**src/rtl/rx_bit_sampler_pkg.sv**
```systemverilog
// Shared types and constants for the USB full-speed RX bit sampler.
//   rx_samp_state_t : sampler FSM states
//   IDLE_LEVEL      : D+ level of the idle (J) line state
//   DEF_STUFF_LEN   : default run of decoded 1s that forces a stuffed 0
package usb_rx_pkg;

  typedef enum logic [1:0] {
    IDLE,
    WAIT_K,
    RUN
  } rx_samp_state_t;

  localparam logic        IDLE_LEVEL    = 1'b1;
  localparam int unsigned DEF_STUFF_LEN = 6;

endpackage

```
**src/rtl/rx_bit_sampler_if.sv**
```systemverilog
// Signal bundle between the D+ front end, the bit sampler and its consumers.
//   dplus_sync, d_edge, rx_active : into the sampler
//   shift_en, rx_bit              : decoded bit strobe toward the RX shift register
//   stuff_skip, stuff_err         : bit-stuff events toward the RX control unit
// master drives the line/control side; slave is the sampler.
interface rx_bit_sampler_if;
  logic dplus_sync;
  logic d_edge;
  logic rx_active;
  logic shift_en;
  logic rx_bit;
  logic stuff_skip;
  logic stuff_err;

  modport master (
    output dplus_sync, d_edge, rx_active,
    input  shift_en, rx_bit, stuff_skip, stuff_err
  );

  modport slave (
    input  dplus_sync, d_edge, rx_active,
    output shift_en, rx_bit, stuff_skip, stuff_err
  );
endinterface

```
**src/rtl/rx_bit_sampler_bit_period_counter.sv**
```systemverilog
// Bit-period counter for the RX bit sampler.
//   clk, rst  : clock, synchronous active-high reset
//   clear_i   : force count to 0 (idle / waiting for first K)
//   load_i    : first K seen; next count is 1
//   run_i     : count within the bit period
//   resync_i  : rising edge on D+; next count is 1
//   cnt_o     : current position within the bit period
// Build option RX_BIT_STRETCH_EN: a 2-bit period index stretches every third
// period by one clock (8/8/9 pattern) for non-integer clk/bit ratios.
module bit_period_counter #(
  parameter int unsigned CLKS_PER_BIT = 8,
  parameter int unsigned CntW         = $clog2(CLKS_PER_BIT + 1)
) (
  input  logic            clk,
  input  logic            rst,
  input  logic            clear_i,
  input  logic            load_i,
  input  logic            run_i,
  input  logic            resync_i,
  output logic [CntW-1:0] cnt_o
);

  logic [CntW-1:0] cnt_q, cnt_d;
  logic [CntW-1:0] wrap_at;
  logic            wrap;

`ifdef RX_BIT_STRETCH_EN
  logic [1:0] idx_q, idx_d;

  assign wrap_at = (idx_q == 2'd2) ? CntW'(CLKS_PER_BIT) : CntW'(CLKS_PER_BIT - 1);

  always_comb begin
    idx_d = idx_q;
    if (clear_i || load_i || (run_i && resync_i)) begin
      idx_d = 2'd0;
    end else if (wrap) begin
      idx_d = (idx_q == 2'd2) ? 2'd0 : idx_q + 2'd1;
    end
  end

  always_ff @(posedge clk) begin
    if (rst) idx_q <= 2'd0;
    else     idx_q <= idx_d;
  end
`else
  assign wrap_at = CntW'(CLKS_PER_BIT - 1);
`endif

  assign wrap = run_i && !resync_i && (cnt_q == wrap_at);

  always_comb begin
    cnt_d = cnt_q;
    if (clear_i) begin
      cnt_d = '0;
    end else if (load_i || (run_i && resync_i)) begin
      // The load/edge cycle itself is count 0 of the new bit.
      cnt_d = CntW'(1);
    end else if (wrap) begin
      cnt_d = '0;
    end else if (run_i) begin
      cnt_d = cnt_q + CntW'(1);
    end
  end

  always_ff @(posedge clk) begin
    if (rst) cnt_q <= '0;
    else     cnt_q <= cnt_d;
  end

  assign cnt_o = cnt_q;

endmodule

```
**src/rtl/rx_bit_sampler.sv**
```systemverilog
// USB full-speed RX bit recovery: times bit periods from D+, re-centres on
// rising edges, samples mid-bit, NRZI-decodes, strips stuffed bits and flags
// stuff violations.
//   clk, rst : clock, synchronous active-high reset
//   bus      : rx_bit_sampler_if.slave (dplus_sync, d_edge, rx_active in;
//              shift_en, rx_bit, stuff_skip, stuff_err out, all registered)
// Build option RX_BIT_STRETCH_EN (see bit_period_counter) stretches every
// third bit period by one clock.
module rx_bit_sampler
  import usb_rx_pkg::*;
#(
  parameter int unsigned CLKS_PER_BIT = 8,
  parameter int unsigned SAMPLE_POINT = 4,
  parameter int unsigned STUFF_LEN    = DEF_STUFF_LEN
) (
  input logic             clk,
  input logic             rst,
  rx_bit_sampler_if.slave bus
);

  localparam int unsigned CntW  = $clog2(CLKS_PER_BIT + 1);
  localparam int unsigned OnesW = $clog2(STUFF_LEN + 1);

  rx_samp_state_t   state_q, state_d;
  logic             prev_q, prev_d;
  logic [OnesW-1:0] ones_q, ones_d;
  logic             shift_en_q, shift_en_d;
  logic             rx_bit_q, rx_bit_d;
  logic             skip_q, skip_d;
  logic             err_q, err_d;

  logic             cnt_clear, cnt_load, cnt_run;
  logic [CntW-1:0]  cnt;
  logic             dec_bit;

  bit_period_counter #(
    .CLKS_PER_BIT (CLKS_PER_BIT),
    .CntW         (CntW)
  ) u_period (
    .clk      (clk),
    .rst      (rst),
    .clear_i  (cnt_clear),
    .load_i   (cnt_load),
    .run_i    (cnt_run),
    .resync_i (bus.d_edge),
    .cnt_o    (cnt)
  );

  // NRZI: no level change means a 1.
  assign dec_bit = (bus.dplus_sync == prev_q);

  always_comb begin
    state_d    = state_q;
    prev_d     = prev_q;
    ones_d     = ones_q;
    shift_en_d = 1'b0;
    rx_bit_d   = rx_bit_q;
    skip_d     = 1'b0;
    err_d      = 1'b0;
    cnt_clear  = 1'b0;
    cnt_load   = 1'b0;
    cnt_run    = 1'b0;

    if (!bus.rx_active) begin
      // Abort immediately, even mid-bit; any pending sample is dropped.
      state_d   = IDLE;
      cnt_clear = 1'b1;
      prev_d    = IDLE_LEVEL;
      ones_d    = '0;
    end else begin
      unique case (state_q)
        IDLE: begin
          cnt_clear = 1'b1;
          prev_d    = IDLE_LEVEL;
          ones_d    = '0;
          state_d   = WAIT_K;
        end
        WAIT_K: begin
          if (!bus.dplus_sync) begin
            state_d  = RUN;
            cnt_load = 1'b1;
          end else begin
            cnt_clear = 1'b1;
          end
        end
        RUN: begin
          cnt_run = 1'b1;
          // A coincident d_edge still lets this sample through.
          if (cnt == CntW'(SAMPLE_POINT)) begin
            prev_d = bus.dplus_sync;
            if (ones_q < OnesW'(STUFF_LEN)) begin
              shift_en_d = 1'b1;
              rx_bit_d   = dec_bit;
              ones_d     = dec_bit ? ones_q + OnesW'(1) : '0;
            end else begin
              skip_d = !dec_bit;
              err_d  = dec_bit;
              ones_d = '0;
            end
          end
        end
        default: state_d = IDLE;
      endcase
    end
  end

  always_ff @(posedge clk) begin
    if (rst) begin
      state_q    <= IDLE;
      prev_q     <= IDLE_LEVEL;
      ones_q     <= '0;
      shift_en_q <= 1'b0;
      rx_bit_q   <= 1'b0;
      skip_q     <= 1'b0;
      err_q      <= 1'b0;
    end else begin
      state_q    <= state_d;
      prev_q     <= prev_d;
      ones_q     <= ones_d;
      shift_en_q <= shift_en_d;
      rx_bit_q   <= rx_bit_d;
      skip_q     <= skip_d;
      err_q      <= err_d;
    end
  end

  assign bus.shift_en   = shift_en_q;
  assign bus.rx_bit     = rx_bit_q;
  assign bus.stuff_skip = skip_q;
  assign bus.stuff_err  = err_q;

endmodule

```
**src/flat_wrapper.sv**
```systemverilog
// flat-port wrapper written by rule: the top's interface ports become plain ports
module rx_bit_sampler_flat import usb_rx_pkg::*;
#(
  parameter int unsigned CLKS_PER_BIT = 8,
  parameter int unsigned SAMPLE_POINT = 4,
  parameter int unsigned STUFF_LEN    = DEF_STUFF_LEN
)
  (clk, rst, bus_dplus_sync, bus_d_edge, bus_rx_active, bus_shift_en, bus_rx_bit, bus_stuff_skip, bus_stuff_err);
  rx_bit_sampler_if bus_i ();
  input logic clk;
  input logic rst;
  input wire logic [$bits(bus_i.dplus_sync)-1:0] bus_dplus_sync;
  input wire logic [$bits(bus_i.d_edge)-1:0] bus_d_edge;
  input wire logic [$bits(bus_i.rx_active)-1:0] bus_rx_active;
  output wire logic [$bits(bus_i.shift_en)-1:0] bus_shift_en;
  output wire logic [$bits(bus_i.rx_bit)-1:0] bus_rx_bit;
  output wire logic [$bits(bus_i.stuff_skip)-1:0] bus_stuff_skip;
  output wire logic [$bits(bus_i.stuff_err)-1:0] bus_stuff_err;
  assign bus_i.dplus_sync = bus_dplus_sync;
  assign bus_i.d_edge = bus_d_edge;
  assign bus_i.rx_active = bus_rx_active;
  assign bus_shift_en = bus_i.shift_en;
  assign bus_rx_bit = bus_i.rx_bit;
  assign bus_stuff_skip = bus_i.stuff_skip;
  assign bus_stuff_err = bus_i.stuff_err;
  rx_bit_sampler #(.CLKS_PER_BIT(CLKS_PER_BIT), .SAMPLE_POINT(SAMPLE_POINT), .STUFF_LEN(STUFF_LEN)) u_core (.clk(clk), .rst(rst), .bus(bus_i));
endmodule
```
**config.mk**
```make
export PLATFORM = sky130hd
export DESIGN_NAME = rx_bit_sampler_flat
export DESIGN_NICKNAME = d
export VERILOG_FILES = /design/src/rtl/rx_bit_sampler_pkg.sv /design/src/rtl/rx_bit_sampler_if.sv /design/src/rtl/rx_bit_sampler_bit_period_counter.sv /design/src/rtl/rx_bit_sampler.sv /design/src/flat_wrapper.sv
export SDC_FILE = /design/constraint.sdc
export NUM_CORES = 1
export LEC_CHECK = 0
export BUFFER_PORTS_ARGS = -buffer_cell sky130_fd_sc_hd__buf_2
export CORE_MARGIN = 3
export CORE_UTILIZATION = 54
export DETAILED_ROUTE_END_ITERATION = 6
export PLACE_DENSITY_LB_ADDON = 0.1
export SYNTH_ARGS = -nofsm -noshare
export SYNTH_HDL_FRONTEND = slang
export SYNTH_SLANG_ARGS = --single-unit
export TNS_END_PERCENT = 10
```
**constraint.sdc**
```tcl
create_clock -name clk -period 1.79 [get_ports clk]
set_input_delay 0.179 -clock clk [delete_from_list [all_inputs] [get_ports clk]]
set_output_delay 0.179 -clock clk [all_outputs]
set_load 0.05 [all_outputs]
```
==> impl_metrics.env <==
export IMPL_power_per_cell_area_nw_per_um2=717
export IMPL_rows=12
export IMPL_fin_area_um2=802
export IMPL_drv_slew=0
export IMPL_dp_slack_ps=382
export IMPL_hold_path_class="primary input to flop"
export IMPL_via_per_inst=5.92
export IMPL_synth_edf_count=0
export IMPL_grtUsageTotal=0.158
export IMPL_numCtsBuffers=3
export IMPL_syn_area_per_cell_um2=9.31
export IMPL_gp_congestion=0.783
export IMPL_startpoint_type="flop"
export IMPL_fin_skew_ps=1.45
export IMPL_worst_pin_slew_ps=473
export IMPL_first_global_vias=529
export IMPL_arrival_ps=1650
export IMPL_via_count=598
export IMPL_boundaryPins=9
export IMPL_postCtsHoldBufs=0
export IMPL_peakVddDrop_v=0.000477
export IMPL_place_area_um2=766
export IMPL_dieArea_um2=1800
export IMPL_max_freq_ghz=0.684
export IMPL_h_tree_depth=1
export IMPL_num_antenna_cells=0
export IMPL_clkTransAtPathRegs_ps=80
export IMPL_root_buffer="clkbuf_4"
export IMPL_syn_cell_area_um2=717
export IMPL_grt_max_degree=12
export IMPL_fin_util=0.685
export IMPL_yosysSeqAreaShare=0.391
export IMPL_hpwl_um=932
export IMPL_dr_pass1_iters=4
export IMPL_gr_total_overflow=0
export IMPL_io_buffers=8
export IMPL_synth_nets=85
export IMPL_async_reset_ff_frac=0
export IMPL_yosysWarnings=0
export IMPL_start_util=0.612
export IMPL_maxCapViolations=0
export IMPL_synthCells=77
export IMPL_cts_tree="yes"
export IMPL_clock_sinks=14
export IMPL_antenna_found_initial=0
export IMPL_final_setup_tns_ps=0
export IMPL_cellLeakagePower_nw=0.324
export IMPL_wirelength_mm=1.30
export IMPL_syn_to_final_growth_pct=11.9
export IMPL_path_max_fanout=5
export IMPL_end_kind="flop"
export IMPL_drc=0
export IMPL_outcome="finished, final reports clean"
export IMPL_nNetsFinal=96
export IMPL_drt_iter0_drc=19
export IMPL_cts_path_max_buffers=2
export IMPL_rsz0062_at_grt="false"
export IMPL_postCtsSetupBuffers=0
export IMPL_stdcell_count=101
export IMPL_worst_slew_margin_rel=0.680
export IMPL_clock_latency_ps=280
export IMPL_worstPathRequired_ps=1970
export IMPL_period_share=0.816
export IMPL_core_region_area_um2=1170
export IMPL_period_needed_ps=1460
export IMPL_post_drt_wl_per_cell_um=12.9
export IMPL_drtAntennaViolNets=0
export IMPL_synth_seq_cells=14
export IMPL_ys_flop_type="dfxtp_1"
export IMPL_die_h_um=42.4
export IMPL_post_cts_resized=0
export IMPL_placed_cells=97
export IMPL_synth_cell_types=40
export IMPL_final_layout_size_suffix_gt1_frac=0.161
export IMPL_hold_violations=0
export IMPL_timing_final_ws_setup_ps=329
export IMPL_critPathKind="flop to flop"
export IMPL_die_w_um=42.4
export IMPL_setup_viol=0
export IMPL_grt_pass1_wl_mm=2.18
final timing paths:
| kind | cells after the start | startpoint | slack [ps] | end |
|---|---|---|---|---|
| worst min register to register | 2 | u_core.ones_q[0] | 500 | u_core.ones_q[0] |
| worst max register to register | 4 | u_core.u_period.cnt_o[0] | 330 | u_core.u_period.cnt_o[1] |
| worst max-delay path | 4 | u_core.u_period.cnt_o[0] | 330 | u_core.u_period.cnt_o[1] |
| worst min-delay path | 3 | rst | 170 | u_core.bus.rx_bit |
layout make-up:
cell class	count	area [µm²]
Clock buffer	4	36.3
Fill cell	95	369
Inverter	3	11.3
Multi-Input combinational cell	57	409
Sequential cell	14	280
Tap cell	14	17.5
Timing Repair Buffer	9	47.5
Yosys cell counts, types with 2 or more instances:
master,number,area (µm²)
nand3_1,4,20.0
and3b_1,2,17.5
nand3b_1,2,15.0
nand2_1,3,11.3
a21oi_1,5,25.0
nor2b_1,3,18.8
dfxtp_1,14,280
nand4_1,2,12.5
nor2_1,5,18.8
ha_1,3,37.5
inv_1,2,7.51
nor3b_1,4,30.0
kinds of logic after synthesis:
logic type	Yosys count	share of synthesized area
simple gates	38	0.358
compound gates	14	0.136
fa+ha+maj	3	0.0524
buf+inv	6	0.0384
flops	14	0.391
xor+xnor	2	0.0244
placed cells by master (no fill, tap or decap), types with 2 or more instances in the layout:
master    instances
ha_1              3
nand3_1           4
nand4_1           2
dfxtp_1          14
nor2_1            5
nor3b_1           4
a21oi_1           5
inv_1             2
nand3b_1          2
clkbuf_4          3
and3b_1           2
buf_2             8
nor2b_1           3
nand2_1           3
stage by stage:
stage	total power, W	hold slack (ps)
floorplan	0.000343	358
detailed placement	0.000354	476
CTS	0.000579	172
finish	0.000575	173
global placement	0.000354	474
global route	0.000601	183
per-layer routing:
metal	wire length, µm	track usage
met5	0	0
met1	662	0.207
met4	33	0.0932
met3	69	0.0386
met2	537	0.231
report_power, final:
group	leakage [nW]	internal (W)	switching, W
logic	0.190	0.0000144	0.0000162
registers	0.113	0.000313	0.00000373
clock network	0.0210	0.000124	0.000103
worst max-delay path, cell delays in order (launching register included):
cell	delay (ps)
dfxtp_1	400
ha_1	190
nor4bb_1	470
nor3b_1	110
o21ba_1	190
state kept, by name (all words and copies together), names as in the netlist:
signal,flops
u_core.u_period.cnt_o,4
u_core.ones_q,3
u_core.state_q,2
u_core.bus.rx_bit,1
u_core.bus.shift_en,1
u_core.bus.stuff_err,1
u_core.bus.stuff_skip,1
u_core.prev_q,1
Power figures use the tool's default switching activity.
